==> config.mk <==
export PLATFORM = sky130hd
export DESIGN_NAME = sim_target_sched
export DESIGN_NICKNAME = d
export VERILOG_FILES = /design/src/rtl/sim_pkg.sv /design/src/rtl/sim_target_slot.sv /design/src/rtl/sim_target_sched.sv
export SDC_FILE = /design/constraint.sdc
export NUM_CORES = 1
export LEC_CHECK = 0
export BUFFER_PORTS_ARGS = -buffer_cell sky130_fd_sc_hd__buf_2
export CAP_MARGIN = 15
export CORE_UTILIZATION = 27
export CTS_CLUSTER_DIAMETER = 100
export DETAILED_ROUTE_END_ITERATION = 8
export GPL_TIMING_DRIVEN = 0
export PLACE_DENSITY = 0.5
export SETUP_SLACK_MARGIN = 0.5
export SLEW_MARGIN = 20
export SYNTH_ARGS = -nofsm -noshare
export SYNTH_HDL_FRONTEND = slang
export SYNTH_HIERARCHICAL = 1
export SYNTH_SLANG_ARGS = --single-unit
==> constraint.sdc <==
create_clock -name clk -period 8.9 [get_ports clk]
set_clock_uncertainty 0.05 [all_clocks]
set_input_delay 0.89 -clock clk [delete_from_list [all_inputs] [get_ports clk]]
set_output_delay 0.89 -clock clk [all_outputs]
set_load 0.02 [all_outputs]
==> src/rtl/sim_pkg.sv <==
`default_nettype none
// sim_pkg: shared config-word layout, azimuth width and FSM encoding for the target scheduler (rev 1.0).
package sim_pkg;

  localparam int AZ_W              = 10;
  localparam int CNT_W             = 13;
  localparam int CFG_W             = 14;
  localparam int CFG_START_LSB     = 0;
  localparam int CFG_FAST_SLOW_BIT = 10;
  localparam int CFG_MOTION_BIT    = 11;
  localparam int CFG_INWARD_BIT    = 12;
  localparam int CFG_ENABLE_BIT    = 13;

  typedef enum logic [0:0] {
    ST_IDLE   = 1'b0,
    ST_UPDATE = 1'b1
  } sched_state_t;

  typedef struct packed {
    logic            enable;
    logic            inward;
    logic            moving;
    logic            slow;
    logic [AZ_W-1:0] start;
  } slot_cfg_t;

  function automatic slot_cfg_t unpack_cfg(input logic [CFG_W-1:0] word);
    slot_cfg_t c;
    c.enable = word[CFG_ENABLE_BIT];
    c.inward = word[CFG_INWARD_BIT];
    c.moving = word[CFG_MOTION_BIT];
    c.slow   = word[CFG_FAST_SLOW_BIT];
    c.start  = word[CFG_START_LSB +: AZ_W];
    return c;
  endfunction

endpackage
`default_nettype wire

==> src/rtl/sim_target_slot.sv <==
`default_nettype none
// sim_target_slot: one target slot -- config, revolution counter, drifting offset, position and compare (rev 1.0).
module sim_target_slot
  import sim_pkg::*;
#(
  parameter int FAST_SH = 10,
  parameter int SLOW_SH = 12
) (
  input  logic            clk,
  input  logic            resset,
  input  logic [AZ_W-1:0] range,
  input  logic            wr_en,
  input  slot_cfg_t       wr_cfg,
  input  logic            upd_en,
  output logic            hit,
  output logic            ref_hit
);

  localparam logic [CNT_W-1:0] FAST_MASK = CNT_W'((1 << FAST_SH) - 1);
  localparam logic [CNT_W-1:0] SLOW_MASK = CNT_W'((1 << SLOW_SH) - 1);

  slot_cfg_t        cfg;
  logic [CNT_W-1:0] cnt;
  logic [CNT_W-1:0] cnt_inc;
  logic [AZ_W-1:0]  offset;
  logic [AZ_W-1:0]  offset_nxt;
  logic [AZ_W-1:0]  pos;
  logic             roll;

  // The offset steps when the low bits of the incremented count wrap to zero.
  always_comb begin
    cnt_inc    = cnt + CNT_W'(1);
    roll       = ((cnt_inc & (cfg.slow ? SLOW_MASK : FAST_MASK)) == '0);
    offset_nxt = roll ? offset + AZ_W'(1) : offset;
  end

  always_ff @(posedge clk) begin
    if (!resset) begin
      cfg    <= '0;
      cnt    <= '0;
      offset <= '0;
      pos    <= '0;
    end else if (wr_en) begin
      cfg    <= wr_cfg;
      cnt    <= '0;
      offset <= '0;
      pos    <= wr_cfg.start;
    end else if (upd_en && cfg.enable) begin
      if (cfg.moving) begin
        cnt    <= cnt_inc;
        offset <= offset_nxt;
        pos    <= cfg.inward ? cfg.start + offset_nxt : cfg.start - offset_nxt;
      end else begin
        cnt    <= '0;
        offset <= '0;
        pos    <= cfg.start;
      end
    end
  end

  assign hit     = cfg.enable && (range == pos);
  assign ref_hit = cfg.enable && (range == cfg.start);

endmodule
`default_nettype wire

==> src/rtl/sim_target_sched.sv <==
`default_nettype none
// sim_target_sched: revolution-driven scheduler that walks NSLOT target slots and reports registered hits (rev 1.0).
module sim_target_sched
  import sim_pkg::*;
#(
  parameter int NSLOT   = 4,
  parameter int FAST_SH = 10,
  parameter int SLOW_SH = 12
) (
  input  logic             clk,
  input  logic             resset,
  input  logic [AZ_W-1:0]  range,
  input  logic             cfg_we,
  input  logic [2:0]       cfg_addr,
  input  logic [CFG_W-1:0] cfg_data,
  output logic             cfg_ack,
  output logic             target_range,
  output logic             target_ref,
  output logic [2:0]       hit_id,
  output logic             rev_pulse
);

  sched_state_t    state;
  logic [AZ_W-1:0] range_q;
  logic [2:0]      upd_idx;
  logic            rev;
  logic            accept;
  slot_cfg_t       wr_cfg;
  logic [NSLOT-1:0] hits;
  logic [NSLOT-1:0] refs;
  logic [2:0]      first_hit;

  assign rev    = (range_q > range);
  // The requester holds cfg_we through the ack cycle, so that cycle must not re-accept.
  assign accept = (state == ST_IDLE) && !rev && cfg_we && !cfg_ack;
  assign wr_cfg = unpack_cfg(cfg_data);

  generate
    for (genvar i = 0; i < NSLOT; i++) begin : g_slot
      sim_target_slot #(
        .FAST_SH (FAST_SH),
        .SLOW_SH (SLOW_SH)
      ) u_slot (
        .clk     (clk),
        .resset  (resset),
        .range   (range),
        .wr_en   (accept && (cfg_addr == 3'(i))),
        .wr_cfg  (wr_cfg),
        .upd_en  ((state == ST_UPDATE) && (upd_idx == 3'(i))),
        .hit     (hits[i]),
        .ref_hit (refs[i])
      );
    end
  endgenerate

  always_comb begin
    first_hit = '0;
    for (int i = NSLOT - 1; i >= 0; i--) begin
      if (hits[i]) first_hit = 3'(i);
    end
  end

  always_ff @(posedge clk) begin
    if (!resset) begin
      state        <= ST_IDLE;
      range_q      <= '0;
      upd_idx      <= '0;
      cfg_ack      <= 1'b0;
      target_range <= 1'b0;
      target_ref   <= 1'b0;
      hit_id       <= '0;
      rev_pulse    <= 1'b0;
    end else begin
      range_q      <= range;
      rev_pulse    <= rev;
      cfg_ack      <= accept;
      target_range <= |hits;
      target_ref   <= |refs;
      hit_id       <= first_hit;
      case (state)
        ST_IDLE: begin
          if (rev) begin
            state   <= ST_UPDATE;
            upd_idx <= '0;
          end
        end
        ST_UPDATE: begin
          if (upd_idx == 3'(NSLOT - 1)) state <= ST_IDLE;
          else                          upd_idx <= upd_idx + 3'd1;
        end
        default: state <= ST_IDLE;
      endcase
    end
  end

endmodule
`default_nettype wire

==> impl_metrics.tcl <==
set metrics [dict create \
    status "finished, final reports clean" \
    ctsResizeCount 0 \
    swShare 0.239 \
    yosys_warnings 6 \
    worstHoldStart "g_slot[0].u_slot/pos[9]" \
    crit_path_start_kind "flip-flop" \
    synth.most_common_cell "nor2_1" \
    required_ns 9.29 \
    ys_top_cells_by_area "dfxtp_1, xnor2_1, mux2i_1" \
    grt.total_usage 0.156 \
    hold_buffers 0 \
    fmax_mhz 177 \
    rows 86 \
    yosysTopAreaCell "dfxtp_1" \
    synthAdderAreaFrac 0.0610 \
    synth_compound_area_frac 0.200 \
    drive_gt1_frac 0.0933 \
    p_int_w 0.00179 \
    synth_top_family_by_area "simple AND/OR/NAND/NOR gates" \
    maxCapViolCount 0 \
    dieWidth_microns 238 \
    vias 13400 \
    synth_nets 1960 \
    core-area_sq_um 55100 \
    post-route-util 0.312 \
    drt_wl_total_mm 44.8 \
    seq_area_frac_synth 0.271 \
    clk_pin_slew_worst_paths_ns 0.06 \
    gp_congestion 0.847 \
    yosys-top-cells-count "nor2_1, dfxtp_1, xnor2_1" \
    crit_arrival_ns 6.03 \
    ant_nets 0 \
    finalHoldViolations 0 \
    leakage_nw 5.91 \
    crit_fanout 10 \
    dp.final_hpwl_mm 31.9 \
    wl_per_cell_microns 16.7 \
    die-area_sq_um 56800 \
    grt_pass1_wl_mm 70.9 \
    slew-limit-headroom 0.474 \
    drc_errors 0 \
    grt_antenna_before_repair 0 \
    synth_mux_area_frac 0.0757 \
    grt_max_degree 35 \
    clock_latency_ns 0.55 \
    cts_tree "yes" \
    drt_iter0_drc 773 \
    period_share 0.634 \
    syn_inst 1859 \
    clock_path_buffers 3 \
    numClockSinks 204 \
    place.port_buffers 35 \
    io_pins 37 \
    cts_max_level 1 \
    timing.rr.start "g_slot[3].u_slot/cnt[0]" \
    comb_power_share 0.072 \
    synth.distinct_cells 88 \
    synth-simple-area-share 0.236 \
    initial_core_util 0.273 \
    first_global_vias 12700 \
    ir_drop_uv 125 \
    tightestPinTransition_ns 0.789 \
    cts_buffers 27 \
    ys.flop_type "dfxtp_1" \
    finalMaxSlewViolations 0 \
    synth_xor_area_frac 0.106 \
    syn2layout_area_growth_pct 14.0 \
    first_pass_iters 6 \
    synthArstFlopShare 0 \
    critical_path.startpoint "g_slot[3].u_slot/cnt[0]" \
    synth-seq-cells 204 \
    clkPwrFrac 0.529 \
    tns_ns 0 \
    power.density_nw_per_um2 137 \
    vias_per_cell 4.98 \
    layout_min_cycle_time_ns 5.64 \
    cts_root_buf "clkbuf_16" \
    critPathKind "flip-flop to flip-flop" \
    synth.top_cell.area_share 0.271 \
    avgSynthCellArea_sq_um 8.10 \
    p_switching_w 0.000563 \
    holdCritPathClass "flip-flop to flip-flop" \
    setup_viol 0 \
    fp.dieH_microns 238 \
    synth.cell_area_sq_um 15100 \
    grt_setup_unrepaired "no" \
    synth-edff-count 0 \
    final_nets 2024 \
    end_kind "flip-flop" \
    diodes 0 \
    seqPwrFrac 0.399 \
    overflow 0 \
    postCtsSetupBuffers 0 \
]
[placed cells by master (no fill, tap or decap), types with 6 or more instances in the layout]
cell type    n
nor2_1     219
dfxtp_1    204
xnor2_1    157
nand2_1    123
a21oi_1    109
clkbuf_1   102
mux2i_1     91
nor2b_1     80
nor3_1      75
ha_1        67
nand3_1     64
o21ai_0     58
a22oi_1     52
inv_1       40
buf_2       39
a211oi_1    35
a21o_1      34
nand4_1     31
clkbuf_16   27
nand2b_1    21
a21boi_0    18
xor2_1      17
and3_1      15
a31oi_1     15
or3_1       13
o31ai_1     11
o21bai_1    11
and2_1      10
a211o_1     10
mux2_2       9
nor4_1       8
bufinv_16    7
nor3b_1      7
a21o_2       7
o32ai_1      6
clkbuf_8     6
buf_1        6
buf_6        6
[per-stage QoR]
stage | hold slack [ns] | power (W) | cell area (sq um) | worst slack [ns] | std cells
final | 0.461 | 0.00235 | 17200 | 3.26 | 2689
after global routing | 0.500 | 0.00244 | 17200 | 2.78 | 2689
after CTS | 0.454 | 0.00239 | 17200 | 3.19 | 2689
after detailed placement | 0.439 | 0.00113 | 16200 | 3.22 | 2642
after global placement | 0.441 | 0.00113 | 16200 | 3.25 | 2642
after floorplan | 0.405 | 0.00106 | 15100 | 4.05 | 1859
[cell type report]
type	instances	area [sq um]
buffer	126	613
sequential	204	4080
clock inverter	12	239
multi-input combinational	1489	10200
timing repair buffer	35	175
clock buffer	35	766
inverter	40	150
tap	748	936
fill	5922	37900
[power by group through the flow]
stage,Clock [W],Sequential (W),Combinational (W)
floorplan,0,0.000956,0.000102
global placement,0,0.000959,0.000166
detailed placement,0,0.000959,0.000167
CTS,0.00128,0.000939,0.000168
global route,0.00132,0.000940,0.000183
finish,0.00125,0.000939,0.000169
[worst paths after layout]
| kind | end | slack, ns | cells after the start |
|---|---|---|---|
| max | g_slot[3].u_slot/pos[9] | 3.26 | 20 |
| min reg2reg | g_slot[0].u_slot/pos[9] | 0.46 | 2 |
| max reg2reg | g_slot[3].u_slot/pos[9] | 3.26 | 20 |
| min | g_slot[0].u_slot/pos[9] | 0.46 | 2 |
[worst max-delay path, stage by stage (launching register included)]
cell and delay [ns]:
dfxtp_1 0.47, ha_1 0.38, nand3_4 0.16, or3_4 0.46, mux2i_4 0.23, a211oi_4 0.43
buf_6 0.21, mux2i_1 0.37, ha_1 0.20, nor2_1 0.04, a21oi_1 0.30, ha_1 0.30
a21o_1 0.15, a21oi_1 0.21, o21ai_0 0.17, o41ai_1 0.51, o21ai_0 0.28, xnor2_2 0.20
xnor2_1 0.15, o211ai_1 0.18, o21ai_1 0.08
[cell families after synthesis]
| group | after synthesis |
|---|---|
| AO/OA/AOI/OAI | 427 |
| XOR/XNOR | 178 |
| adder cells (fa/ha/maj) | 71 |
| buffers and inverters | 166 |
| flip-flops | 204 |
| multiplexers | 107 |
| other | 1 |
| AND/OR/NAND/NOR | 705 |
[registers in the layout, summed over array words and instances (netlist names)]
name and cells:
g_slot.u_slot/offset 40, g_slot.u_slot/cfg 56, state 1, target_ref 1, hit_id 2, g_slot.u_slot/pos 40
g_slot.u_slot/cnt 48, upd_idx 3, rev_pulse 1, cfg_ack 1, range_q 10, target_range 1
[layer usage]
layer  GRT usage  up-vias  wire, microns
met2       0.260      273          20400
met4      0.0456        0           1010
met3      0.0189       62           2050
met1       0.209     6318          21300
met5           0        -              0
li1            -     6729              -
Note: power is estimated with default switching activity, not from simulation.
